$ cat src/rtl/clkdiv_pkg.sv
// Shared definitions for the clock divider bank: mode encoding and reset terminal count.
package clkdiv_pkg;

  typedef enum logic {
    MODE_TOGGLE = 1'b0,
    MODE_PULSE  = 1'b1
  } mode_e;

  localparam int unsigned DIV_RST_DEFAULT = 900000;

endpackage

$ cat src/rtl/clkdiv_chan.sv
// One divider channel: counter, active and shadow (div, mode) pairs, registered output.
module clkdiv_chan
  import clkdiv_pkg::*;
#(
  parameter int unsigned CNT_W   = 24,
  parameter int unsigned DIV_RST = DIV_RST_DEFAULT
) (
  input  logic             clk_i,
  input  logic             clr_i,
  input  logic             en_i,
  input  logic             wr_i,
  input  logic [CNT_W-1:0] wr_div_i,
  input  logic             wr_mode_i,
  output logic             div_out_o,
  output logic             pend_o
);

  localparam logic [CNT_W-1:0] DivRst = CNT_W'(DIV_RST);

  logic [CNT_W-1:0] cnt_q, cnt_d;
  logic [CNT_W-1:0] div_act_q, div_act_d;
  logic [CNT_W-1:0] div_sh_q, div_sh_d;
  mode_e            mode_act_q, mode_act_d;
  mode_e            mode_sh_q, mode_sh_d;
  logic             pend_q, pend_d;
  logic             out_q, out_d;
  logic             term;
  mode_e            wr_mode;

  assign wr_mode = mode_e'(wr_mode_i);
  assign term    = en_i && (cnt_q == div_act_q);

  // Next-state: counting, output generation, and the shadow/active reload rules.
  always_comb begin
    cnt_d      = cnt_q;
    div_act_d  = div_act_q;
    div_sh_d   = div_sh_q;
    mode_act_d = mode_act_q;
    mode_sh_d  = mode_sh_q;
    pend_d     = pend_q;
    out_d      = out_q;

    if (!en_i) begin
      cnt_d = '0;
      out_d = 1'b0;
      // Nothing is running, so a write can take effect at once.
      if (wr_i) begin
        div_act_d  = wr_div_i;
        mode_act_d = wr_mode;
        div_sh_d   = wr_div_i;
        mode_sh_d  = wr_mode;
        pend_d     = 1'b0;
      end
    end else begin
      cnt_d = term ? '0 : cnt_q + 1'b1;
      if (mode_act_q == MODE_TOGGLE) begin
        out_d = term ? ~out_q : out_q;
      end else begin
        out_d = term;
      end

      if (term) begin
        // Reload only at a period boundary so no output period is cut short.
        if (wr_i) begin
          div_act_d  = wr_div_i;
          mode_act_d = wr_mode;
          div_sh_d   = wr_div_i;
          mode_sh_d  = wr_mode;
          pend_d     = 1'b0;
          if (wr_mode != mode_act_q) out_d = 1'b0;
        end else if (pend_q) begin
          div_act_d  = div_sh_q;
          mode_act_d = mode_sh_q;
          pend_d     = 1'b0;
          if (mode_sh_q != mode_act_q) out_d = 1'b0;
        end
      end else if (wr_i) begin
        div_sh_d  = wr_div_i;
        mode_sh_d = wr_mode;
        pend_d    = 1'b1;
      end
    end
  end

  // State registers with synchronous reset; a write coincident with clr is dropped.
  always_ff @(posedge clk_i) begin
    if (clr_i) begin
      cnt_q      <= '0;
      div_act_q  <= DivRst;
      div_sh_q   <= DivRst;
      mode_act_q <= MODE_TOGGLE;
      mode_sh_q  <= MODE_TOGGLE;
      pend_q     <= 1'b0;
      out_q      <= 1'b0;
    end else begin
      cnt_q      <= cnt_d;
      div_act_q  <= div_act_d;
      div_sh_q   <= div_sh_d;
      mode_act_q <= mode_act_d;
      mode_sh_q  <= mode_sh_d;
      pend_q     <= pend_d;
      out_q      <= out_d;
    end
  end

  assign div_out_o = out_q;
  assign pend_o    = pend_q;

endmodule

$ cat src/rtl/clkdiv_bank.sv
// Bank of independent clock dividers sharing a free-running prescaler and a write port.
module clkdiv_bank
  import clkdiv_pkg::*;
#(
  parameter int unsigned N_CH    = 4,
  parameter int unsigned CNT_W   = 24,
  parameter int unsigned PRE_W   = 23,
  parameter int unsigned DIV_RST = DIV_RST_DEFAULT,
  localparam int unsigned CH_W   = (N_CH > 1) ? $clog2(N_CH) : 1
) (
  input  logic             clk,
  input  logic             clr,
  input  logic [N_CH-1:0]  en,
  input  logic             wr_en,
  input  logic [CH_W-1:0]  wr_ch,
  input  logic [CNT_W-1:0] wr_div,
  input  logic             wr_mode,
  output logic [N_CH-1:0]  div_out,
  output logic [N_CH-1:0]  pend,
  output logic [PRE_W-1:0] taps
);

  logic [PRE_W-1:0] pre_q, pre_d;
  logic [N_CH-1:0]  wr_sel;

  // Prescaler wraps naturally from all-ones to zero.
  always_comb begin
    pre_d = pre_q + 1'b1;
  end

  // Prescaler register.
  always_ff @(posedge clk) begin
    if (clr) begin
      pre_q <= '0;
    end else begin
      pre_q <= pre_d;
    end
  end

  assign taps = pre_q;

  // Write decode; a wr_ch of N_CH or more matches no channel and is ignored.
  always_comb begin
    wr_sel = '0;
    for (int unsigned i = 0; i < N_CH; i++) begin
      wr_sel[i] = wr_en && (32'(wr_ch) == i);
    end
  end

  for (genvar g = 0; g < N_CH; g++) begin : g_chan
    clkdiv_chan #(
      .CNT_W   (CNT_W),
      .DIV_RST (DIV_RST)
    ) u_chan (
      .clk_i     (clk),
      .clr_i     (clr),
      .en_i      (en[g]),
      .wr_i      (wr_sel[g]),
      .wr_div_i  (wr_div),
      .wr_mode_i (wr_mode),
      .div_out_o (div_out[g]),
      .pend_o    (pend[g])
    );
  end

endmodule

$ cat config.mk
export PLATFORM = sky130hd
export DESIGN_NAME = clkdiv_bank
export DESIGN_NICKNAME = d
export VERILOG_FILES = /design/src/rtl/clkdiv_pkg.sv /design/src/rtl/clkdiv_chan.sv /design/src/rtl/clkdiv_bank.sv
export SDC_FILE = /design/constraint.sdc
export NUM_CORES = 1
export LEC_CHECK = 0
export CORE_MARGIN = 3
export CORE_UTILIZATION = 40
export CTS_CLUSTER_DIAMETER = 60
export DETAILED_ROUTE_END_ITERATION = 6
export HOLD_SLACK_MARGIN = 0.15
export PLACE_DENSITY_LB_ADDON = 0.2
export SLEW_MARGIN = 0
export SYNTH_ARGS = -nofsm -noshare
export SYNTH_HDL_FRONTEND = slang
export SYNTH_HIERARCHICAL = 1
export SYNTH_SLANG_ARGS = --single-unit
$ cat constraint.sdc
create_clock -name clk -period 2.16 [get_ports clk]
set_clock_uncertainty 0.15 [all_clocks]
set_input_delay 0.54 -clock clk [delete_from_list [all_inputs] [get_ports clk]]
set_output_delay 0.54 -clock clk [all_outputs]
set_load 0.01 [all_outputs]
==> impl_summary.log, run 1 <==
[metrics] run status: finished clean
[metrics] worst path buffer plus inverter count: 1
[metrics] most utilized layer in the global route result: met2
[metrics] fmax: 469 MHz
[metrics] Row Count: 72
[metrics] CTS root buffer: clkbuf_16
[metrics] total count of hold-check failures in the final report: 0
[metrics] number of flops mapped to enable cells by yosys: 0
[metrics] initial antenna violation count: 0
[metrics] RSZ-0062 raised after global routing: no
[metrics] DR WL/cell: about 16 µm
[metrics] HPWL Detailed: ~27 mm
[metrics] kind of end point of the critical path: primary output
[metrics] global-route track usage on met1: between 20 and 25%
[metrics] fraction of met3 tracks used by global routing: between 2 and 2.5%
[metrics] dominant delay contributor by cell family on the critical path: buffers and inverters
[metrics] number of buffers on the longest clock path: 3
[metrics] IO Count: 65
[metrics] via count of the routed design: between 10000 and 15000
[metrics] required time worst endpoint: approximately 1.5 ns
[metrics] cell-by-cell trace of the critical path: clkdlybuf4s50_1
[metrics] Post-Synthesis Net Count: around 1700
[metrics] synthesized instance count: roughly 1700
[metrics] number of CTS-inserted buffers: 39
[metrics] category of the critical setup timing path: register to primary output
[metrics] synthesized area divided by synthesized cell count: between 9 and 10 µm²
[metrics] Die H: between 200 and 250 µm
[metrics] Syn Std Cell Area: about 0.016 mm²
[metrics] CTS tree: yes
[metrics] cts hold-fix bufs: 0
[metrics] largest net degree at the start of global routing: 48
[metrics] met2 demand-to-capacity share in global routing: between 30% and 40%
[metrics] cell area after placement: 0.0182 mm²
[metrics] biggest cell delay along the critical path: between 0.5 and 0.6 ns
[metrics] Layout Cells excl Fill: ~2400
[metrics] post-route design area: 0.0198 mm²
[metrics] Max Slew Vio Count: 0
[metrics] diode count: 0
[metrics] drc violations: 0
[metrics] warning count from the yosys run: 6
[metrics] Final TNS setup: 0 ns
[metrics] die outline area: 0.0421 mm²
[metrics] Tot GR Track Use: 18.2%
[metrics] prevailing post-synth register cell: dfxtp_1
[metrics] Reg clk slew, reported paths: around 0.050 ns
[metrics] wire length of the first global-routing pass: just over 60 mm
[metrics] fin nets: 1907
[metrics] Routed Antenna Nets: 0
[metrics] Final Hold Slack: approximately 0.24 ns
[metrics] Worst path slowest cell: clkdlybuf4s50_1
[metrics] worst path arrival time: ~1.4 ns
[metrics] post-synthesis async set-or-reset flop share: 0%
[metrics] cell leakage power: 8.24 nW
[metrics] relative slew slack: 59.3%
[metrics] measured slew at the worst slew-check pin: just over 0.6 ns
[metrics] proportion of layout cells with a drive suffix above 1: about a fifth
[metrics] Area Growth Syn to Fin: 24.9%
[metrics] Initial Utilization: between 40% and 50%
[metrics] Final GP Congestion: roughly 0.8
[metrics] fraction of the yosys area taken by sequential cells: between 40% and 50%
[metrics] 1st-pass router iterations: 5
[metrics] number of global-route vias before repair: about 12000
[metrics] endpoints failing setup: 0
[metrics] post-route worst setup slack: 0.0294 ns
[metrics] floorplan die width: just over 200 µm
[metrics] Cell Count Post-Placement: roughly 2300
[metrics] total congestion overflow after global routing: 0
[metrics] DR iter-0 viols: about 650
[metrics] Setup WS pre-CTS: -0.692 ns
[metrics] max-cap violations: 0
[metrics] Tightest Hold Check Type: input pin to register
[metrics] worst vdd rail ir drop: 0.579 mV
[metrics] final clock period utilization by the worst path: a little over nine tenths
[metrics] Vias per Instance: 4.99
[metrics] Buffers on Ports: 64
[metrics] core utilization of the finished layout: approximately 51%
[metrics] CTS H-Tree Depth: 2
[metrics] Final Power: 14.0 mW
[metrics] critical-path maximum fanout: 3
[metrics] Seq cells post-synth: between 300 and 400
[metrics] final routed wirelength across all metal layers: 39.1 mm
[metrics] Final Critical Period: 2.13 ns
[metrics] Yosys cell types: 52
[metrics] critical path launch point type: register
[metrics] Floorplan Core Area: between 0.03 and 0.04 mm²
[metrics] clk sink count: 327
[metrics] clock latency reported for the late side of the worst-skew pair: 0.52 ns
[metrics] Power Density: roughly 710 mW/mm²
## final timing paths
path,cells after the start,from,slack (ns),end
min reg2reg,1,g_chan[3].u_chan/cnt_q[0],0.33,g_chan[3].u_chan/cnt_q[0]
max reg2reg,5,taps[1],0.12,taps[22]
max,1,g_chan[1].u_chan/div_out_o,0.03,div_out[1]
min,2,clr,0.24,taps[11]
## cell usage after synthesis (2+ instances only)
library cell,n,area share [%]
or3_1,5,0.20
nor4_1,11,0.43
nor3_1,26,0.82
nand3b_1,4,0.19
and2_1,5,0.20
buf_1,7,0.17
mux2_4,36,3.4
xnor2_1,94,5.2
mux2_1,16,1.1
a21oi_1,14,0.44
and3_1,15,0.59
and4_1,19,1.0
a211o_1,44,2.4
nand4_2,4,0.32
buf_2,22,0.69
ha_1,5,0.39
a21boi_1,3,0.14
o211ai_1,4,0.19
or4b_1,2,0.13
nand2_1,27,0.64
a21oi_4,4,0.41
o21ai_2,4,0.22
xor2_1,112,6.2
nand3_1,39,1.2
or2_2,4,0.16
buf_6,4,0.28
a222oi_1,4,0.25
a211oi_1,4,0.19
dfxtp_1,327,41
nand4_1,33,1.3
nor2b_1,105,4.1
nor2_1,345,8.2
nor4_2,13,1.0
clkbuf_1,51,1.2
inv_1,23,0.54
mux2_2,49,3.5
o21ai_0,5,0.16
mux2i_1,156,9.8
nand2b_1,4,0.16
buf_4,5,0.24
## power breakdown
part	total [mW]	switching [mW]	internal, mW
logic	1.21	0.626	0.586
clock network	6.54	2.50	4.04
registers	6.25	0.0793	6.17
total	14.0	3.21	10.8
## flip-flops by register name, indices dropped and copies added, names as in the netlist
name                      cells
g_chan.u_chan/cnt_q          96
g_chan.u_chan/div_act_q      96
g_chan.u_chan/div_out_o       4
g_chan.u_chan/div_sh_q       96
g_chan.u_chan/mode_act_q      4
g_chan.u_chan/mode_sh_q       4
g_chan.u_chan/pend_o          4
taps                         23
## timing repair
item                       in CTS  in global routing
resized for setup              34                 29
setup endpoints to repair     122                142
gates cloned                    1                  3
pin swaps                       4                 10
setup buffers                   5                  6
## cell families after synthesis
kind of cell / after synthesis / synth area share, %
flip-flops: 327 / 41.3
XOR/XNOR: 206 / 11.4
AO/OA/AOI/OAI: 88 / 4.53
adder cells (fa/ha/maj): 5 / 0.394
AND/OR/NAND/NOR: 671 / 21.4
buffers and inverters: 112 / 3.13
multiplexers: 257 / 17.9
## cells in the final DEF (no fill, tap or decap), types with 5 or more instances in the layout
cell               n
nor3_1            24
clkbuf_8           8
nand2_1           27
clkbuf_16         43
mux2_1            16
mux2_4            36
o21ai_0            5
nor4_2            14
mux2i_1          153
and2_1             5
or3_1              5
and3_1            14
dfxtp_2            9
xnor2_1           94
nand4_1           33
nor2_1           344
xor2_1           112
dlymetal6s2s_1     9
a211o_1           44
nor2b_1          105
a21oi_1           13
inv_1             23
clkdlybuf4s50_1   35
mux2_2            49
dlygate4sd2_1     19
buf_4            163
and4_1            17
buf_12            17
nor4_1             9
nand3_1           39
dfxtp_1          318
clkinv_2           5
## per-layer routing
layer | routed length, µm | share of wire (%)
met3 | 1210 | 3.1
met1 | 18800 | 48
met5 | 0 | 0
met4 | 631 | 1.6
met2 | 18400 | 47
## area by class of cell
type | count | area (µm²)
repair buffers | 248 | 2280
multi-input cells | 1229 | 8950
clock buffers | 51 | 1140
inverters | 23 | 86.3
well taps | 518 | 648
clock inverters | 10 | 130
fillers | 3644 | 19100
flip-flops and latches | 327 | 6560
No activity file was read; power rests on OpenSTA's default activity.
==> run 2: changes to the inputs <==
--- a/config.mk
+++ b/config.mk
@@ -8,6 +8,7 @@
 export CORE_MARGIN = 3
 export CORE_UTILIZATION = 40
 export CTS_CLUSTER_DIAMETER = 60
+export CTS_CLUSTER_SIZE = 24
 export DETAILED_ROUTE_END_ITERATION = 6
 export HOLD_SLACK_MARGIN = 0.15
 export PLACE_DENSITY_LB_ADDON = 0.2
==> run 2 against run 1 <==
Effect of this change: design area fell by 1.7%; setup slack improved by 0.037 ns; total power fell by 9.4%; highest routed layer unchanged; sequential cell count did not move; largest power group is now registers; register-to-register slack got worse by 0.02 ns; largest cell class unchanged; clock power fell by 20%; combinational power barely moved; wire length fell by 0.94%.
==> impl_summary.log, run 2 (synthesis results as in run 1) <==
[metrics] Routed Antenna Nets: 0 (unchanged)
[metrics] post-route worst setup slack: 0.0664 ns (was 0.0294 ns)
[metrics] IO Count: 65 (unchanged)
[metrics] run status: finished clean (unchanged)
[metrics] Final Critical Period: 2.09 ns (was 2.13 ns)
[metrics] HPWL Detailed: 26.7 mm (unchanged)
[metrics] Final TNS setup: 0 ns (unchanged)
[metrics] worst path arrival time: 2.39 ns (was 1.44 ns)
[metrics] DR WL/cell: 16.1 µm (was 16.2 µm)
[metrics] floorplan die width: 205 µm (unchanged)
[metrics] initial antenna violation count: 0 (unchanged)
[metrics] clock latency reported for the late side of the worst-skew pair: 0.56 ns (was 0.52 ns)
[metrics] DR iter-0 viols: 552 (was 649)
[metrics] Power Density: 652 mW/mm² (was 707 mW/mm²)
[metrics] Area Growth Syn to Fin: 22.7% (was 24.9%)
[metrics] proportion of layout cells with a drive suffix above 1: 20.5% (was 20.8%)
[metrics] critical-path maximum fanout: 10 (was 3)
[metrics] category of the critical setup timing path: input pin to register (was register to primary output)
[metrics] Reg clk slew, reported paths: 0.07 ns (was 0.05 ns)
[metrics] worst vdd rail ir drop: 0.641 mV (was 0.579 mV)
[metrics] Setup WS pre-CTS: -0.692 ns (unchanged)
[metrics] final clock period utilization by the worst path: 96.9% (was 98.6%)
[metrics] number of buffers on the longest clock path: 3 (unchanged)
[metrics] cell area after placement: 0.0182 mm² (unchanged)
[metrics] largest net degree at the start of global routing: 48 (unchanged)
[metrics] measured slew at the worst slew-check pin: 0.591 ns (was 0.609 ns)
[metrics] 1st-pass router iterations: 5 (unchanged)
[metrics] Layout Cells excl Fill: 2398 (was 2406)
[metrics] Cell Count Post-Placement: 2330 (unchanged)
[metrics] Max Slew Vio Count: 0 (unchanged)
[metrics] final routed wirelength across all metal layers: 38.7 mm (was 39.1 mm)
[metrics] post-route design area: 0.0195 mm² (was 0.0198 mm²)
[metrics] setup slack on the worst flop-to-flop path: 0.10 ns (was 0.12 ns)
[metrics] fin nets: 1897 (was 1907)
[metrics] cell leakage power: 8.01 nW (was 8.24 nW)
[metrics] Comb pwr share: 9.5% (was 8.7%)
[metrics] CTS root buffer: clkbuf_16 (unchanged)
[metrics] share of total power consumed by net switching: 25.1% (was 22.9%)
[metrics] relative slew slack: 60.5% (was 59.3%)
[metrics] Final GP Congestion: 0.797 (unchanged)
[metrics] die outline area: 0.0421 mm² (unchanged)
[metrics] CTS tree: yes (unchanged)
[metrics] Vias per Instance: 4.99 (about the same)
[metrics] Regs by FF count: g_chan.u_chan/cnt_q (96), g_chan.u_chan/div_act_q (96), g_chan.u_chan/div_sh_q (96) (unchanged)
[metrics] Floorplan Core Area: 0.0389 mm² (unchanged)
[metrics] leading cell type in the layout, fill and taps excluded: nor2_1 (unchanged)
[metrics] Final Hold Slack: 0.195 ns (was 0.243 ns)
[metrics] clk sink count: 327 (unchanged)
[metrics] max-cap violations: 0 (unchanged)
[metrics] diode count: 0 (unchanged)
[metrics] Tot GR Track Use: 17.9% (was 18.2%)
[metrics] number of CTS-inserted buffers: 28 (was 39)
[metrics] total count of hold-check failures in the final report: 0 (unchanged)
[metrics] number of global-route vias before repair: 11800 (was 11900)
[metrics] endpoints failing setup: 0 (unchanged)
[metrics] Buffers on Ports: 64 (unchanged)
[metrics] net switching power: 3.19 mW (was 3.21 mW)
[metrics] required time worst endpoint: 2.45 ns (was 1.47 ns)
[metrics] fraction of power consumed by sequential logic: 49.2% (was 44.6%)
[metrics] critical path launch point type: input pin (was register)
[metrics] clock network power share: 41.3% (was 46.7%)
[metrics] fmax: 478 MHz (was 469 MHz)
[metrics] Die H: 205 µm (unchanged)
[metrics] Row Count: 72 (unchanged)
[metrics] via count of the routed design: 12000 (about the same)
[metrics] most frequent cells in the layout: nor2_1 (344), dfxtp_1 (317), buf_4 (166) (was nor2_1 (344), dfxtp_1 (318), buf_4 (163))
[metrics] Initial Utilization: 40.8% (unchanged)
[metrics] Tightest Hold Check Type: input pin to register (unchanged)
[metrics] kind of end point of the critical path: register (was primary output)
[metrics] wire length of the first global-routing pass: 61.7 mm (was 62.1 mm)
[metrics] total congestion overflow after global routing: 0 (unchanged)
[metrics] CTS H-Tree Depth: 1 (was 2)
[metrics] cell internal power dissipation: 9.49 mW (was 10.8 mW)
[metrics] drc violations: 0 (unchanged)
-- run 2: changes by cell type in the layout (fill, tap and decap cells not counted), sizes merged --
cell,before,now
dlygate4sd2,19,31
dlymetal6s2s,9,2
clkbuf,53,35
clkinv,5,10
buf,183,184
bufinv,3,1
clkdlybuf4s50,35,30
clkinvlp,2,4
inv,23,27
-- run 2: timing repair --
item                                   in CTS  in global routing
cloned                                      1                  3
endpoints found under the hold margin       0                  0
setup buffers                               6                  6
setup endpoints to repair                 117                128
hold buffers                                0                  0
gates resized for setup                    46                 21
pin swaps                                   3                 10
-- run 2: final timing paths --
check,from,depth (start not counted),end
max,wr_en,8,g_chan[2].u_chan/div_act_q[23]
min,clr,2,taps[11]
max reg2reg,taps[1],5,taps[22]
min reg2reg,g_chan[3].u_chan/cnt_q[0],1,g_chan[3].u_chan/cnt_q[0]
-- run 2: final cells by class --
class	count	area (µm²)
tap	518	648
sequential	327	6560
clock inverter	19	190
fill	3688	19500
clock buffer	33	771
multi-input combinational	1229	8960
timing repair buffer	249	2240
inverter	23	86.3
-- run 2: power groups by stage --
| stage | combinational, mW | sequential, mW | clock [mW] |
|---|---|---|---|
| after floorplan | 0.689 | 6.36 | 0 |
| after global placement | 1.14 | 6.37 | 0 |
| after detailed placement | 1.15 | 6.38 | 0 |
| after CTS | 1.17 | 6.23 | 5.40 |
| after global routing | 1.31 | 6.25 | 5.61 |
| final | 1.21 | 6.24 | 5.24 |
-- run 2: metrics by stage --
| step | util, % | power, mW |
|---|---|---|
| floorplan | - | 7.05 |
| global placement | 46.8 | 7.52 |
| detailed placement | 46.8 | 7.53 |
| CTS | 49.4 | 12.8 |
| global route | 50.0 | 13.2 |
| finish | 50.0 | 12.7 |
-- run 2: layer usage --
layer  track usage, %  part of all wire [%]
met5                0                     0
met4             3.49                   1.4
met3             1.94                   2.9
met2             30.4                    47
met1             24.9                    49
-- run 2: worst max-delay path, stage by stage --
cell             delay (ns)
clkdlybuf4s50_1        0.51
nand2_1                0.10
nor2_4                 0.24
nand2b_4               0.19
buf_4                  0.21
mux2i_1                0.24
nor2_1                 0.06
mux2_4                 0.28
==> run 3: changes to the inputs <==
--- a/config.mk
+++ b/config.mk
@@ -10,7 +10,7 @@
 export CTS_CLUSTER_DIAMETER = 60
 export CTS_CLUSTER_SIZE = 24
 export DETAILED_ROUTE_END_ITERATION = 6
-export HOLD_SLACK_MARGIN = 0.15
+export HOLD_SLACK_MARGIN = 0.1
 export PLACE_DENSITY_LB_ADDON = 0.2
 export SLEW_MARGIN = 0
 export SYNTH_ARGS = -nofsm -noshare
==> results of run 3 <==
Same layout as run 2: the final DEF is identical, and so are final timing and power.
